## config.mk

```make
export PLATFORM = sky130hd
export DESIGN_NAME = instr_fetch
export DESIGN_NICKNAME = d
export VERILOG_FILES = /design/src/rtl/cpu_pkg.sv /design/src/rtl/ifetch_fifo.sv /design/src/rtl/instr_fetch.sv
export SDC_FILE = /design/constraint.sdc
export NUM_CORES = 1
export LEC_CHECK = 0
export CORE_MARGIN = 4
export CORE_UTILIZATION = 59
export CTS_CLUSTER_SIZE = 30
export DETAILED_ROUTE_END_ITERATION = 8
export PLACE_DENSITY = 0.85
export SLEW_MARGIN = 10
export SYNTH_ARGS = -nofsm -noshare
export SYNTH_HDL_FRONTEND = slang
export SYNTH_SLANG_ARGS = --single-unit
```

## constraint.sdc

```tcl
create_clock -name clk -period 4.5 [get_ports clk]
set_input_delay 0.9 -clock clk [delete_from_list [all_inputs] [get_ports clk]]
set_output_delay 0.9 -clock clk [all_outputs]
set_load 0.01 [all_outputs]
```

## src/rtl/cpu_pkg.sv

```systemverilog
// cpu_pkg: shared widths, opcode map, fetch FSM states
// and the control-flow predecode helper.
package cpu_pkg;

   localparam int INSTR_W = 19;
   localparam int ADDR_W  = 16;
   localparam int OPC_W   = 5;

   typedef enum logic [OPC_W-1:0] {
      ADD  = 5'b00000,
      SUB  = 5'b00001,
      ANL  = 5'b00010,
      ORL  = 5'b00011,
      XRL  = 5'b00100,
      SHL  = 5'b00101,
      SHR  = 5'b00110,
      LDI  = 5'b00111,
      LD   = 5'b01000,
      ST   = 5'b01001,
      JMP  = 5'b01010,
      BEQ  = 5'b01011,
      BNE  = 5'b01100,
      CALL = 5'b01101,
      RET  = 5'b01110,
      PUSH = 5'b01111,
      POP  = 5'b10000,
      MOV  = 5'b10001,
      INCC = 5'b10010,
      DECC = 5'b10011
   } opcode_t;

   typedef enum logic [1:0] {
      S_IDLE  = 2'd0,
      S_FETCH = 2'd1,
      S_FLUSH = 2'd2
   } fetch_state_t;

   function automatic logic is_ctrl(input opcode_t op);
      return (op >= JMP) && (op <= RET);
   endfunction

endpackage

```

## src/rtl/ifetch_fifo.sv

```systemverilog
// ifetch_fifo: prefetch buffer, power-of-two DEPTH,
// synchronous reset and clear, combinational head read.
module ifetch_fifo
   import cpu_pkg::*;
#(
   parameter int DEPTH = 4,
   parameter int W     = 35
) (
   input  logic                     clk,
   input  logic                     reset,
   input  logic                     clear,
   input  logic                     push,
   input  logic [W-1:0]             wdata,
   input  logic                     pop,
   output logic [W-1:0]             rdata,
   output logic [$clog2(DEPTH):0]   count,
   output logic                     empty
);

   localparam int AW = $clog2(DEPTH);

   logic [W-1:0]  mem [DEPTH];
   logic [AW-1:0] wptr;
   logic [AW-1:0] rptr;
   logic          full;
   logic          do_pop;

   assign empty  = (count == '0);
   assign full   = (count == (AW+1)'(DEPTH));
   assign do_pop = pop && !empty;
   assign rdata  = mem[rptr];

   always_ff @(posedge clk) begin
      if (reset || clear) begin
         wptr  <= '0;
         rptr  <= '0;
         count <= '0;
      end else begin
         if (push)
            wptr <= wptr + 1'b1;
         if (do_pop)
            rptr <= rptr + 1'b1;
         if (push && !do_pop)
            count <= count + 1'b1;
         else if (!push && do_pop)
            count <= count - 1'b1;
      end
   end

   always_ff @(posedge clk) begin
      if (push)
         mem[wptr] <= wdata;
   end

   // credit gating upstream must make this unreachable
   always_ff @(posedge clk) begin
      if (!reset && !clear)
         assert (!(push && full));
   end

endmodule

```

## src/rtl/instr_fetch.sv

```systemverilog
// instr_fetch: credit-gated prefetcher with redirect flush.
// Optional IFETCH_PREDECODE_EN stores opcode/is_ctrl per entry.
module instr_fetch
   import cpu_pkg::*;
#(
   parameter int          DEPTH    = 4,
   parameter logic [15:0] RESET_PC = 16'h0000
) (
   input  logic        clk,
   input  logic        reset,
   input  logic        fetch_en,
   input  logic        redirect_valid,
   input  logic [15:0] redirect_pc,
   output logic        imem_req,
   output logic [15:0] imem_addr,
   input  logic        imem_rvalid,
   input  logic [18:0] imem_rdata,
   output logic        instr_valid,
   input  logic        instr_ready,
   output logic [18:0] instr,
   output logic [15:0] instr_pc,
   output logic [4:0]  instr_opcode,
   output logic        instr_is_ctrl
);

   localparam int CW = $clog2(DEPTH) + 1;
`ifdef IFETCH_PREDECODE_EN
   localparam int W = ADDR_W + INSTR_W + OPC_W + 1;
`else
   localparam int W = ADDR_W + INSTR_W;
`endif

   fetch_state_t      state;
   fetch_state_t      state_nx;
   logic [ADDR_W-1:0] pc;
   logic [ADDR_W-1:0] rsp_pc;
   logic              inflight;
   logic              stale;
   logic              credit;
   logic              push;
   logic              pop;
   logic              empty;
   logic [CW-1:0]     count;
   logic [W-1:0]      wdata;
   logic [W-1:0]      rdata;

   always_ff @(posedge clk) begin
      if (reset)
         state <= S_IDLE;
      else
         state <= state_nx;
   end

   always_comb begin
      state_nx = state;
      if (redirect_valid) begin
         state_nx = S_FLUSH;
      end else begin
         unique case (state)
            S_IDLE:  state_nx = fetch_en ? S_FETCH : S_IDLE;
            S_FETCH: state_nx = fetch_en ? S_FETCH : S_IDLE;
            S_FLUSH: state_nx = fetch_en ? S_FETCH : S_IDLE;
            default: state_nx = S_IDLE;
         endcase
      end
   end

   // buffered plus outstanding words must fit the buffer
   assign credit = ({1'b0, count} + {{CW{1'b0}}, inflight})
                 < (CW+1)'(DEPTH);

   always_comb begin
      imem_req = 1'b0;
      if (!reset && state == S_FETCH && fetch_en && credit)
         imem_req = 1'b1;
   end

   assign imem_addr = pc;

   always_ff @(posedge clk) begin
      if (reset) begin
         pc       <= RESET_PC;
         rsp_pc   <= '0;
         inflight <= 1'b0;
         stale    <= 1'b0;
      end else begin
         rsp_pc   <= pc;
         inflight <= imem_req;
         stale    <= redirect_valid && imem_req;
         if (redirect_valid)
            pc <= redirect_pc;
         else if (imem_req)
            pc <= pc + 16'd1;
      end
   end

   assign push = imem_rvalid && inflight && !stale;
   assign pop  = instr_valid && instr_ready;

`ifdef IFETCH_PREDECODE_EN
   logic [OPC_W-1:0] rsp_opc;
   assign rsp_opc = imem_rdata[INSTR_W-1 -: OPC_W];
   assign wdata = {rsp_opc, is_ctrl(opcode_t'(rsp_opc)),
                   rsp_pc, imem_rdata};
`else
   assign wdata = {rsp_pc, imem_rdata};
`endif

   ifetch_fifo #(
      .DEPTH (DEPTH),
      .W     (W)
   ) u_fifo (
      .clk   (clk),
      .reset (reset),
      .clear (redirect_valid),
      .push  (push),
      .wdata (wdata),
      .pop   (pop),
      .rdata (rdata),
      .count (count),
      .empty (empty)
   );

   assign instr_valid = !empty;
   assign instr    = instr_valid ? rdata[INSTR_W-1:0] : '0;
   assign instr_pc = instr_valid ? rdata[INSTR_W +: ADDR_W] : '0;

`ifdef IFETCH_PREDECODE_EN
   assign instr_opcode  = instr_valid ? rdata[W-1 -: OPC_W] : '0;
   assign instr_is_ctrl = instr_valid ? rdata[W-OPC_W-1] : 1'b0;
`else
   assign instr_opcode  = '0;
   assign instr_is_ctrl = 1'b0;
`endif

endmodule

```

* Word-level counts from Yosys, hierarchy flattened
Memories as Yosys holds them, arrays and structs flattened. A register that Yosys moved wholly into a read port is not among the register bits. Cells that the tools add are included.
Cells by class: eq/ne operators 2, multiplexer cells 14, bitwise gates (word level) 1, reductions and logical operators 22, order comparisons 1, add/subtract/negate cells 6
Operators with widths (count):
- 16-bit two-way mux | 3
- 19-bit two-way mux | 1
- 16-bit by 1-bit adder with 16-bit output, second input constant | 1
- 1-bit logical AND | 10
- 2-bit two-way mux | 3
- 3-bit two-way mux | 2
- 3-bit OR reduction | 2
- 1-bit logical NOT | 5
- 1-bit two-way mux | 5
- 2-bit by 1-bit adder with 2-bit output, second input constant | 2
- 3-bit by 1-bit adder with 4-bit output | 1
- 4-bit by 3-bit < comparator with 1-bit output, second input constant | 1
- 2-bit nonzero test | 2
- 3-bit by 1-bit adder with 3-bit output, second input constant | 1
- 3-bit logical NOT | 1
- 3-bit by 1-bit subtractor with 3-bit output, second input constant | 1
- 2-bit by 1-bit equality test with 1-bit output, second input constant | 1
- 2-bit equality test, second input constant | 1
- 2-bit logical NOT | 1
- 1-bit logical OR | 1
- 1-bit inverter | 1
Word-level totals: bits of input ports 41, memory bits (writable) 140, logic and storage cells 56, output and inout bits 59, memories kept 1, register bits after elaboration 43
Memories:
- u_fifo.mem | words 4, width 35, rd ports 1, clocked after memory_dff 1, write ports 1, line ifetch_fifo.sv:22 | logic [W-1:0] mem [DEPTH];

* Depth between registers and ports, before layout
depth after elaboration 7, gate-level depth with buffers 9, mapped depth without buffers 8

* Hierarchy
From an unflattened synthesis, not the netlist that was laid out.
Unflattened totals: cells, all modules 436, area, all modules 7310.8 um^2
By module, submodules not included:
- ifetch_fifo | area each 5539.1 um^2, cells each 227, seq. area each 4384.2 um^2, times used 1
- instr_fetch | area each 1771.7 um^2, cells each 209, seq. area each 720.7 um^2, times used 1

* Worst setup path before layout
Ideal clock, no wire load.
path type input -> register, start input port imem_rvalid, end register u_fifo.count[2], required time 4430 ps, setup time 70 ps, data arrival time 2529 ps, path buffers 0, setup slack 1900 ps, stages on the path 8, cell sequence nand2_1 -> nor2_1 -> ha_1 -> inv_1 -> fa_1 -> xor2_1 -> or3_2 -> a21oi_1
Between the ends: longest elaborated chain between the ends 5, elaborated cells between the ends (all ways) 7, classes of those cells mux (1); reduce/logical (6)
Ends and longest elaborated chain:
- from (decl) | line instr_fetch.sv:16 | input logic imem_rvalid,
- 1-bit logical AND * (2 in series) | line instr_fetch.sv:97 | assign push = imem_rvalid && inflight && !stale;
- via push | line instr_fetch.sv:40 | logic push;
- 1-bit logical NOT | line ifetch_fifo.sv:45 | else if (!push && do_pop)
- 1-bit logical AND | line ifetch_fifo.sv:45
- 2-bit nonzero test (no line)
- to (signal assigned) | line ifetch_fifo.sv:44 | count <= count + 1'b1;
- to (signal assigned) | line ifetch_fifo.sv:46 | count <= count - 1'b1;
- to (decl) | line ifetch_fifo.sv:16 | output logic [$clog2(DEPTH):0] count,
Mark *: on every way through the listed nets, which the timed path passes. The rest lies on a longest branch. A chain may end at the register's enable or synchronous reset.

==> metrics.txt <==
CTS Buf Count 17; initial antenna violation count 0; Peak VDD IR between 0.2 and 0.25 mV; non-filler cells, final between 600 and 700; H-tree depth 4; GRT Util Overall 0.211; Via density between 5 and 6; CP required 3.60 ns; CP Launch Type register; DRT antenna net count 0; Crit Reg-Reg Endpoint u_fifo.count[2]; worst-margin pin slew roughly 1 ns; total core area between 10000 and 15000 um2; status complete, no violations; Max Fclk about 280 MHz; clk_lat worst skew about 0.43 ns; HPWL after DPL between 8 and 9 mm; Mapped Area ~7300 um2; GR Util met2 0.358; RR Startpoint u_fifo.count[0]; r2r worst-path depth 8; layout cells sized above 1 0.151; min-delay worst type register to register; first-pass iteration count of the detailed router 5; Synth area leaders edfxtp_1 58%, dfxtp_1 12%, mux4_2 11%; Inst Count DP around 660; Setup WS post-layout 0.927 ns; kind of critical path register to primary output; Post-CTS Hold Buffers 0; Main synth FF type edfxtp_1; GRT met3 Usage 0.0603; sequential share of the synthesized area 0.704; routing usage on met1 0.264; GPL Wtd Cong 0.863; largest net degree at the start of global routing 39; final setup vio count 0; Leak Pwr a little under 3 nW; vias in the first global route 4249; CP Cell Sequence buf_12 > mux4_2 > and2_1 > clkdlybuf4s50_1; Post-Route WL 14.1 mm; io pins 100; CP max stage cell dfxtp_2; first-pass GRT wire length around 23 mm; I/O Buffers 93; ANT cells 0; clock root buffer clkbuf_16; # DRC 0; most area-hungry cell type in the Yosys netlist edfxtp_1; Die X 119 um; Max Cap Violations 0; number of enable flip-flop cells after synthesis 140; Yosys warning count 0; area growth from synthesis to layout 22.1%; Most Crowded Layer GR met2; crit path to instr_pc[1]; Hold Vio Cnt, Final 0; Clock Sinks roughly 190; syn avg cell area about 17 um2; Resized Gates After CTS 0; post-synthesis cell count approximately 440; Design Area, Final 8860 um2; crit-path max cell delay around 0.75 ns; clock slew seen by the registers of the worst setup and hold paths roughly 0.06 ns; vias ~4000; CP Data Arrival Time between 2 and 3 ns; Die H 119 um; Yosys cell types 47; period utilization 0.794; # nets final 578; PD cells a little under 400 nW/um2; TNS Setup 0 ns; skew final approximately 0.0066 ns; CP Capture Type primary output; ys async rst share 0; # rows 40; area of the die about 14000 um2; RSZ-0062 raised after global routing no; worst slack, placed roughly 1.0 ns; Placement Cell Area a little over 8000 um2; Worst slew margin 0.349; fill cell count around 720; CTS tree yes; final core utilization 0.738; r2r setup slk approximately 1.7 ns; CP max FO 19; final critical-path required period around 3.6 ns; # Post-CTS Setup Buffers 0; Initial Util 0.604; Congestion Overflow GR 0; Slew Viols, Final 0; Yosys reg bits around 190; DR WL/cell approximately 20 um; DRT iter0 DRCs between 300 and 400; worst-case clock buffer depth 2; Synth top area share 0.580
[worst max-delay path, delay by kind of cell, from the launching register on]
family	cells	cell delay, ns
buffers and inverters	2	0.76
flip-flops	1	0.75
multiplexers	1	0.53
AND/OR/NAND/NOR	1	0.19
[cells in the mapped netlist (4+ instances only)]
master and number:
a311oi_1 8, and2_1 41, and3_1 4, and4_1 5, buf_4 6, clkbuf_1 17
dfxtp_1 45, edfxtp_1 140, ha_1 6, inv_1 11, mux4_2 35, nand2_1 12
nand3_1 7, nand4_1 4, nor2_1 26, nor2b_1 17, o21ai_0 4, xor2_1 5
[layout make-up]
cell class | instances | area, um2 | share of cell area
flip-flops and latches | 185 | 5110 | 0.576
multi-input cells | 220 | 2000 | 0.226
repair buffers | 95 | 958 | 0.108
clock buffers | 20 | 479 | 0.0541
well taps | 147 | 184 | 0.0208
clock inverters | 12 | 85.1 | 0.00960
inverters | 11 | 41.3 | 0.00466
[stage by stage]
step / power (mW) / hold slack, ns
detailed placement: 2.05 / 0.465
global placement: 2.05 / 0.444
floorplan: 1.97 / 0.438
global route: 3.53 / 0.494
CTS: 3.43 / 0.479
finish: 3.42 / 0.485
[metal layers]
metal  vias up  wire length (um)
met2       146              7220
met5         -                 0
met1      2018              5880
met4         0               199
met3        13               781
li1       1854                 -
[worst min-delay path by stage]
stage	depth (start not counted)	end	slack, ns	start
after global placement	0	u_fifo.mem[1][26]	0.44	rsp_pc[7]
after detailed placement	0	u_fifo.mem[1][29]	0.46	rsp_pc[10]
after global routing	0	u_fifo.mem[2][28]	0.49	rsp_pc[9]
after floorplan	0	u_fifo.mem[0][19]	0.44	rsp_pc[0]
after CTS	0	u_fifo.mem[1][31]	0.48	rsp_pc[12]
final	0	u_fifo.mem[0][28]	0.48	rsp_pc[9]
[registers in the layout, indices dropped and copies added (netlist names), named ones only]
name	flops
u_fifo.count	3
u_fifo.wptr	2
imem_addr	16
state	2
u_fifo.mem	140
u_fifo.rptr	2
inflight	1
rsp_pc	16
stale	1
[layout by cell type, fill, tap and decap left out, types with 5 or more instances in the layout]
master,instances
a311oi_1,8
and2_1,37
and4_1,5
clkbuf_16,19
clkdlybuf4s50_1,93
conb_1,6
dfxtp_1,43
edfxtp_1,140
ha_1,6
inv_1,11
mux4_2,35
nand2_1,12
nand3_1,7
nor2_1,26
nor2b_1,17
xor2_1,5
[logic make-up after synthesis]
group	Yosys count	synth area share
flip-flops	185	0.704
AND/OR/NAND/NOR	133	0.106
buffers and inverters	38	0.0233
multiplexers	37	0.111
AO/OA/AOI/OAI	29	0.0321
XOR/XNOR	8	0.00966
adder cells (fa/ha/maj)	7	0.0131
other	1	0.000517
[report_power, final]
| part | total [mW] | internal [mW] | switching [mW] |
|---|---|---|---|
| sequential | 1.88 | 1.85 | 0.0253 |
| clock | 1.40 | 0.776 | 0.625 |
| combinational | 0.143 | 0.0806 | 0.0627 |
| total | 3.42 | 2.71 | 0.713 |
(Power assumes the default switching activity.)
